===== src/rtl/leb128_fetch.sv =====
// LEB128 immediate fetcher: reads a (S|U)LEB128 i32/i64 immediate byte by byte from genrom.
// Optional macro LEB128_STRICT_EN checks the final byte's unused high bits (error 3).
module leb128_fetch #(
    parameter int MEM_DEPTH = 6,
    parameter int MEM_EXTRA = 4
) (
    input  logic                         clk,
    input  logic                         reset,
    input  logic                         start,
    input  logic [MEM_DEPTH:0]           start_addr,
    input  logic                         is_signed,
    input  logic                         is_64,
    output logic                         busy,
    output logic                         done,
    output logic [63:0]                  value,
    output logic [MEM_DEPTH:0]           next_addr,
    output logic [1:0]                   error,
    output logic [MEM_DEPTH:0]           mem_addr,
    output logic [MEM_EXTRA-1:0]         mem_extra,
    input  logic [2**MEM_EXTRA*8-1:0]    mem_data,
    input  logic                         mem_error
);

    typedef enum logic [1:0] {IDLE, FETCH, DECODE, DONE} state_t;

    state_t             state, state_d;
    logic [MEM_DEPTH:0] cur_addr;
    logic [63:0]        acc;
    logic [6:0]         shift;
    logic [3:0]         count;
    logic               sgn, w64;

    logic [7:0]         byte_b;
    logic [6:0]         shift_new;
    logic [3:0]         count_new;
    logic [3:0]         max_cnt;
    logic [63:0]        acc_or;
    logic [63:0]        acc_fin;
    logic               strict_bad;
    logic               unused_ok;

    assign busy      = (state != IDLE);
    assign mem_extra = '0;
    assign unused_ok = ^mem_data[2**MEM_EXTRA*8-1:8];

    always_comb begin
        state_d    = state;
        byte_b     = mem_data[7:0];
        shift_new  = shift + 7'd7;
        count_new  = count + 4'd1;
        max_cnt    = w64 ? 4'd10 : 4'd5;
        // shift never exceeds 63 while a byte is being decoded
        acc_or     = acc | ({57'b0, byte_b[6:0]} << shift[5:0]);
        acc_fin    = acc_or;
        if (sgn && byte_b[6] && (shift_new < 7'd64))
            acc_fin = acc_fin | ({64{1'b1}} << shift_new[5:0]);
        if (!w64)
            acc_fin[63:32] = sgn ? {32{acc_fin[31]}} : '0;
        strict_bad = 1'b0;
`ifdef LEB128_STRICT_EN
        if (count_new == max_cnt) begin
            if (w64)
                strict_bad = sgn ? (byte_b[6:1] != {6{byte_b[0]}}) : (byte_b[6:1] != 6'd0);
            else
                strict_bad = sgn ? (byte_b[6:4] != {3{byte_b[3]}}) : (byte_b[6:4] != 3'd0);
        end
`endif
        case (state)
            IDLE:    if (start) state_d = FETCH;
            FETCH:   state_d = DECODE;
            DECODE: begin
                if (!mem_error && byte_b[7] && (count_new != max_cnt))
                    state_d = FETCH;
                else
                    state_d = DONE;
            end
            DONE:    state_d = IDLE;
            default: state_d = IDLE;
        endcase
    end

    always_ff @(posedge clk or negedge reset) begin
        if (!reset) begin
            state     <= IDLE;
            cur_addr  <= '0;
            acc       <= '0;
            shift     <= '0;
            count     <= '0;
            sgn       <= 1'b0;
            w64       <= 1'b0;
            mem_addr  <= '0;
            done      <= 1'b0;
            value     <= '0;
            next_addr <= '0;
            error     <= '0;
        end else begin
            state <= state_d;
            done  <= 1'b0;
            case (state)
                IDLE: begin
                    if (start) begin
                        cur_addr <= start_addr;
                        sgn      <= is_signed;
                        w64      <= is_64;
                        acc      <= '0;
                        shift    <= '0;
                        count    <= '0;
                    end
                end
                FETCH: mem_addr <= cur_addr;
                DECODE: begin
                    if (mem_error) begin
                        done      <= 1'b1;
                        error     <= 2'd1;
                        value     <= acc;
                        next_addr <= cur_addr;
                    end else begin
                        acc      <= acc_or;
                        shift    <= shift_new;
                        count    <= count_new;
                        cur_addr <= cur_addr + 1'b1;
                        if (byte_b[7]) begin
                            if (count_new == max_cnt) begin
                                done      <= 1'b1;
                                error     <= 2'd2;
                                value     <= acc_or;
                                next_addr <= cur_addr + 1'b1;
                            end
                        end else begin
                            done      <= 1'b1;
                            error     <= strict_bad ? 2'd3 : 2'd0;
                            value     <= acc_fin;
                            next_addr <= cur_addr + 1'b1;
                        end
                    end
                end
                default: ;
            endcase
        end
    end

endmodule

===== config.mk =====
export PLATFORM = sky130hd
export DESIGN_NAME = leb128_fetch
export DESIGN_NICKNAME = d
export VERILOG_FILES = /design/src/rtl/leb128_fetch.sv
export SDC_FILE = /design/constraint.sdc
export NUM_CORES = 1
export LEC_CHECK = 0
export ABC_AREA = 0
export ABC_CLOCK_PERIOD_IN_PS = 2610
export CAP_MARGIN = 20
export CORE_ASPECT_RATIO = 0.9
export CORE_MARGIN = 2
export CORE_UTILIZATION = 35
export CTS_BUF_LIST = sky130_fd_sc_hd__clkbuf_4 sky130_fd_sc_hd__clkbuf_8
export DETAILED_ROUTE_END_ITERATION = 6
export PLACE_DENSITY_LB_ADDON = 0.15
export SYNTH_ARGS = -nofsm -noshare
export SYNTH_HDL_FRONTEND = slang
export SYNTH_SLANG_ARGS = --single-unit

===== constraint.sdc =====
create_clock -name clk -period 2.61 [get_ports clk]
set_input_delay 0.6525 -clock clk [delete_from_list [all_inputs] [get_ports clk]]
set_output_delay 0.6525 -clock clk [all_outputs]
set_load 0.02 [all_outputs]

=== Yosys cells after proc, flatten, opt, wreduce, memory -nomap -nowiden ===
Cells that the tools add are included.

* Equal/unequal tests: 8
* Magnitude comparators: 1
* Muxes and demuxes: 32
* Bitwise logic cells: 2
* Reduce and logical (&&, ||, !) cells: 11
* Shift-type cells: 2
* Add/sub/neg operators: 3

{| class="wikitable"
|+ Operators by type and width
! cell !! number
|-
| $mux W64 || 6
|-
| $or A64 B64 Y64 || 2
|-
| $pmux W64 S2 || 1
|-
| $mux W32 || 2
|-
| $shl A64 B6 Y64 const A || 1
|-
| $shl A7 B6 Y64 || 1
|-
| $mux W7 || 7
|-
| $pmux W7 S2 || 2
|-
| $mux W4 || 3
|-
| $mux W2 || 5
|-
| $pmux W2 S4 || 1
|-
| $pmux W4 S2 || 1
|-
| $add A7 B1 Y7 const B || 1
|-
| $add A7 B3 Y7 const B || 1
|-
| $lt A7 B7 Y1 const B || 1
|-
| $add A4 B1 Y4 const B || 1
|-
| $eq A2 B2 Y1 const B || 2
|-
| $eq A4 B4 Y1 || 1
|-
| $logic_and A1 B1 Y1 || 4
|-
| $mux W1 || 4
|-
| $ne A2 B2 Y1 const B || 2
|-
| $ne A4 B4 Y1 || 1
|-
| $reduce_and A2 Y1 || 2
|-
| $reduce_bool A2 Y1 || 2
|-
| 5 further kinds || 5
|}

* Logic and storage cells: 71
* Output and inout bits: 86
* Flip-flop bits (word level): 167
* Bits of input ports: 141

=== Depth between registers and ports, before layout ===
* Word-level depth: 8
* Mapped depth: 15
* Gate-level depth less buffers: 10

=== Least setup slack after synthesis ===
OpenSTA, ideal clock, no wires.

* Kind: flip-flop to flip-flop
* From: register shift[1]
* To: register value[50]
* Data arrival time: 2.581 ns
* Clock period less this slack: 2.728 ns
* Data required time: 2.463 ns
* Buffers on the path: 6
* Setup time: 0.147 ns
* Stages on the path, launching flop included: 15
* Path slack: -0.118 ns
* Cell sequence: dfrtp_1 buf_6 buf_6 buf_6 buf_4 inv_1 ha_1 nor2b_1 or3_1 clkbuf_1 clkbuf_1 a21oi_1 o21ai_0 a222oi_1 a221oi_1

* Word-level cells in the longest chain between the ends: 8
* Elaborated cells between the ends (all ways): 13
* Those cells by class: 1 x add/sub; 1 x order compare; 2 x shift; 6 x mux; 2 x bitwise; 1 x reduce/logical

{| class="wikitable"
|+ RTL lines
! item !! RTL line !! text
|-
| start, declared || 29 || <nowiki>logic [6:0] shift;</nowiki>
|-
| start signal, assigned || 119 || <nowiki>shift <= shift_new;</nowiki>
|-
| $add A7 B3 Y7 / $shl A7 B6 Y64 (equally long branches) || 49, 53 ||
|-
| $shl A64 B6 Y64, or another cell as far along || 56 || <nowiki>acc_fin = acc_fin | ({64{1'b1}} << shift_new[5:0]);</nowiki>
|-
| $or A64 B64 Y64 / $logic_and A1 B1 Y1 (equally long branches) || 56, 55 ||
|-
| $mux W64 || 55 || <nowiki>if (sgn && byte_b[6] && (shift_new < 7'd64))</nowiki>
|-
| $mux W32 || 58 || <nowiki>acc_fin[63:32] = sgn ? {32{acc_fin[31]}} : '0;</nowiki>
|-
| $mux W32 || 57 || <nowiki>if (!w64)</nowiki>
|-
| $mux W64 (*) || 122 || <nowiki>if (byte_b[7]) begin</nowiki>
|-
| $mux W64 (*) || 112 || <nowiki>if (mem_error) begin</nowiki>
|-
| end signal, assigned || 126 || <nowiki>value <= acc_or;</nowiki>
|-
| end signal, assigned || 132 || <nowiki>value <= acc_fin;</nowiki>
|-
| end, declared || 15 || <nowiki>output logic [63:0] value,</nowiki>
|}

Mark *: on every way between the ends. The rest lies on a longest branch, timed or not. The select of a mux whose other input is x is not followed.
A chain may end at the register's enable or synchronous reset.

=== Final worst setup path ===
* From: register shift[1]
* To: register value[46]

The elaborated chain is that of the path after synthesis.

==> impl_metrics.yaml <==
finish:
  layout-drive-gt1-share_pct: 23.5
  multi_input_area_um2: 4940
  layout.nets: 1454
  final_cells: 1674
  regArea_um2: 4180
  diodes: 0
  n_fill_cell: 2672
  area_delta_synth_final_pct: 35.4
sta:
  post-route-period-util_pct: 97.8
  slew_headroom_pct: 62.3
  drv_slew: 0
  rsz0062_at_grt: "yes"
  setup_viol: 0
  fmax_ghz: 0.392
  worst_pin_slew_ns: 0.565
  hold_violations: 0
  fin_hold_ws_ns: 0.105
  period_needed_ns: 2.55
  finClkSkew_ns: 0.0166
run:
  maxCapViolations: 0
synth:
  synth_compound_area_share_pct: 27.1
  ys_ff_latch: 167
  syn_inst: 1059
  synthDistinctLibCells: 80
  synth-edff-count: 0
  synth_warnings: 0
  avgSynthCellArea_um2: 8.95
  synth_top_family_by_area: "compound AO/OA/AOI/OAI gates"
  synth_fa_ha_area_share_pct: 0.792
  yosysSeqAreaShare_pct: 44.1
  synth-async-reset-ratio_pct: 100
  synth_simple_gate_area_share_pct: 17.4
  syn-cell-area_um2: 9480
  synth_mux_area_share_pct: 4.75
  synth_xor_area_share_pct: 1.00
  ys.flop_type: "dfrtp_1"
drt:
  drc: 0
  vias: 9405
  wl_per_cell_um: 21.9
  drt_first_pass_iters: 6
  drtIter0Drc: 805
  route.antenna.remaining_nets: 0
  via_per_inst: 5.62
  wirelength_um: 36700
clock_tree:
  clock_sinks: 167
  cts_tree: "done"
  worstSkewPairLatency_ns: 0.49
  post_cts.repair.setup_buffers: 0
  clk_pin_slew_ns: 0.11
  cts_buffers: 17
  root_buffer: "clkbuf_8"
  cts_max_path_buffers: 2
  h-tree-depth: 4
power_and_ir_drop:
  powerDensity_nw_per_um2: 1200
  seq_power_share_pct: 26.2
  p_comb_share_pct: 60.6
  swShare_pct: 46.1
  total_leakage_power_nw: 5.57
  clkPwrFrac_pct: 13.2
  internal_power_mw: 8.27
  power_switching_mw: 7.08
  irDropWorstVdd_uv: 482
floorplanning:
  rows: 57
  dieArea_um2: 28400
  core_um2: 26800
  die_w_um: 177
  start_util_pct: 35.4
  io_pins: 227
  die_height_um: 160
worst_hold_path:
  hold_class: "primary input to async pin"
placement:
  dp_hpwl_um: 27200
  dp_cells: 1642
  portBuffers: 102
  gp_congestion: 0.970
global_route:
  grt_max_degree: 54
  grt_pass1_wl_um: 56300
  gr-total-overflow: 0
  track_usage_pct: 26.2
  antenna_found_initial: 0
  first_global_vias: 9161
worst_setup_path:
  r2r_slack_ns: 0.06
  reg2regPathDepth: 8
  crit_type: "flop to flop"
  worst_setup_path_start_kind: "flop"
  worstSetupEndpointType: "flop"
  crit_arrival_ns: 2.92
  worstPathMaxFanout: 33
  cp_data_required_time_ns: 2.97
outcome:
  status: "finished, final reports clean"
-- path summary, 6_finish.rpt --
check                                 startpoint                      end
hold / removal                             reset  mem_addr[0]$_DFFE_PN0N_
hold reg to reg            value[31]$_DFFE_PN0P_    value[31]$_DFFE_PN0P_
setup / recovery            shift[1]$_DFFE_PN0P_    value[46]$_DFFE_PN0P_
min in group clk           value[31]$_DFFE_PN0P_    value[31]$_DFFE_PN0P_
setup reg to reg            shift[1]$_DFFE_PN0P_    value[46]$_DFFE_PN0P_
max in group asynchronous                  reset     shift[2]$_DFFE_PN0P_
-- logic make-up (layout without fill, tap and decap cells) --
| kind of cell | count (synthesis) | after routing |
|---|---|---|
| other | 1 | 4 |
| buffers and inverters | 99 | 357 |
| AOI/OAI and AO/OA | 381 | 381 |
| adders and majority gates | 6 | 6 |
| muxes | 37 | 37 |
| DFF | 167 | 167 |
| xor gates and xnor gates | 10 | 10 |
| and+or+nand+nor | 358 | 358 |
-- routing by layer --
| layer | global-route usage, % | vias to the layer above | wire, µm |
|---|---|---|---|
| met5 | 0 | - | 0 |
| met2 | 37.0 | 409 | 15300 |
| li1 | - | 4388 | - |
| met3 | 4.79 | 67 | 2720 |
| met1 | 39.9 | 4541 | 17400 |
| met4 | 8.98 | 0 | 1210 |
-- worst max-delay path, cell delays in order (launching register included) --
cell,delay (ns)
dfrtp_1,0.42
buf_12,0.22
mux2_2,0.35
mux4_2,0.57
nand2_4,0.12
a31oi_4,0.13
a211oi_1,0.37
buf_4,0.18
o31ai_1,0.06
-- sequential cells by signal (all words and copies together), names as in the netlist, 4 cells and up --
signal / cells
acc: 64
value: 64
cur_addr: 7
mem_addr: 7
next_addr: 7
shift: 7
count: 4
-- per-stage QoR --
step | instance area, µm² | power [mW] | TNS, ns | util [%] | setup WS [ns]
after floorplan | 9520 | 8.57 | -0.0129 | - | -0.0129
after global placement | 12400 | 13.1 | -22.23 | 46.1 | -0.527
after detailed placement | 12400 | 13.2 | -22.85 | 46.1 | -0.476
after CTS | 12800 | 15.2 | 0 | 47.7 | 0.00112
after global routing | 12800 | 16.2 | -0.0115 | 47.9 | -0.0109
final | 12800 | 15.3 | 0 | 47.9 | 0.0566
-- power by group through the flow --
stage / logic (mW) / clock network, mW / registers, mW
after global placement: 9.08 / 0 / 4.05
after global routing: 9.91 / 2.17 / 4.13
after floorplan: 3.93 / 0 / 4.64
final: 9.30 / 2.03 / 4.02
after detailed placement: 9.10 / 0 / 4.06
after CTS: 9.14 / 2.07 / 4.02
-- placed cells by master, fill, tap and decap left out, types with 5 or more instances in the layout --
| cell type | instances |
|---|---|
| clkbuf_8 | 17 |
| a211oi_1 | 17 |
| o31ai_1 | 21 |
| buf_4 | 186 |
| a311oi_1 | 5 |
| clkdlybuf4s50_1 | 101 |
| dfrtp_1 | 166 |
| nor2_1 | 147 |
| buf_12 | 18 |
| o22ai_1 | 14 |
| a211oi_2 | 15 |
| a31oi_1 | 15 |
| nand2b_1 | 17 |
| nand4b_1 | 5 |
| a22oi_1 | 10 |
| o21ai_0 | 86 |
| nor2b_1 | 11 |
| nand2_1 | 103 |
| xnor2_1 | 6 |
| mux2i_1 | 18 |
| a22o_1 | 12 |
| inv_1 | 15 |
| a221oi_1 | 19 |
| nor3_1 | 13 |
| mux2_2 | 11 |
| a21oi_1 | 99 |
| nand3_1 | 21 |
| o211ai_1 | 14 |
| mux4_2 | 5 |
-- final cells by class --
class	instances	area share [%]
multi-input cells	796	38.5
flip-flops and latches	167	32.6
repair buffers	306	21.7
well taps	354	3.45
clock buffers	18	1.88
clock inverters	14	1.42
inverters	19	0.556
-- repair_timing --
action                     4_1_cts  5_1_grt
hold buffers                     0        0
hold endpoints to repair         0        0
pin swaps                        0        2
gates resized for setup          1       18
setup endpoints to repair        1       25
-- synth_stat cells (all sizes together) (5+ instances only) --
master	instances	area (µm²)
inv	18	67.6
nor3	16	108
ha	6	75.1
mux2	11	124
a221oi	20	175
mux2i	21	214
nand2b	18	120
a2111oi	8	70.1
a211oi	32	315
o211ai	14	105
clkbuf	50	188
buf	30	196
a311oi	5	43.8
nand2	105	404
a31oi	17	128
o31ai	22	170
o22ai	14	87.6
nor2b	12	75.1
a22o	12	105
a21oi	101	509
nand4b	5	43.8
dfrtp	167	4180
nand3	21	105
xnor2	7	68.8
mux4	5	113
o21ai	92	468
nor2	149	559
a22oi	10	75.1
(Power assumes the default switching activity.)
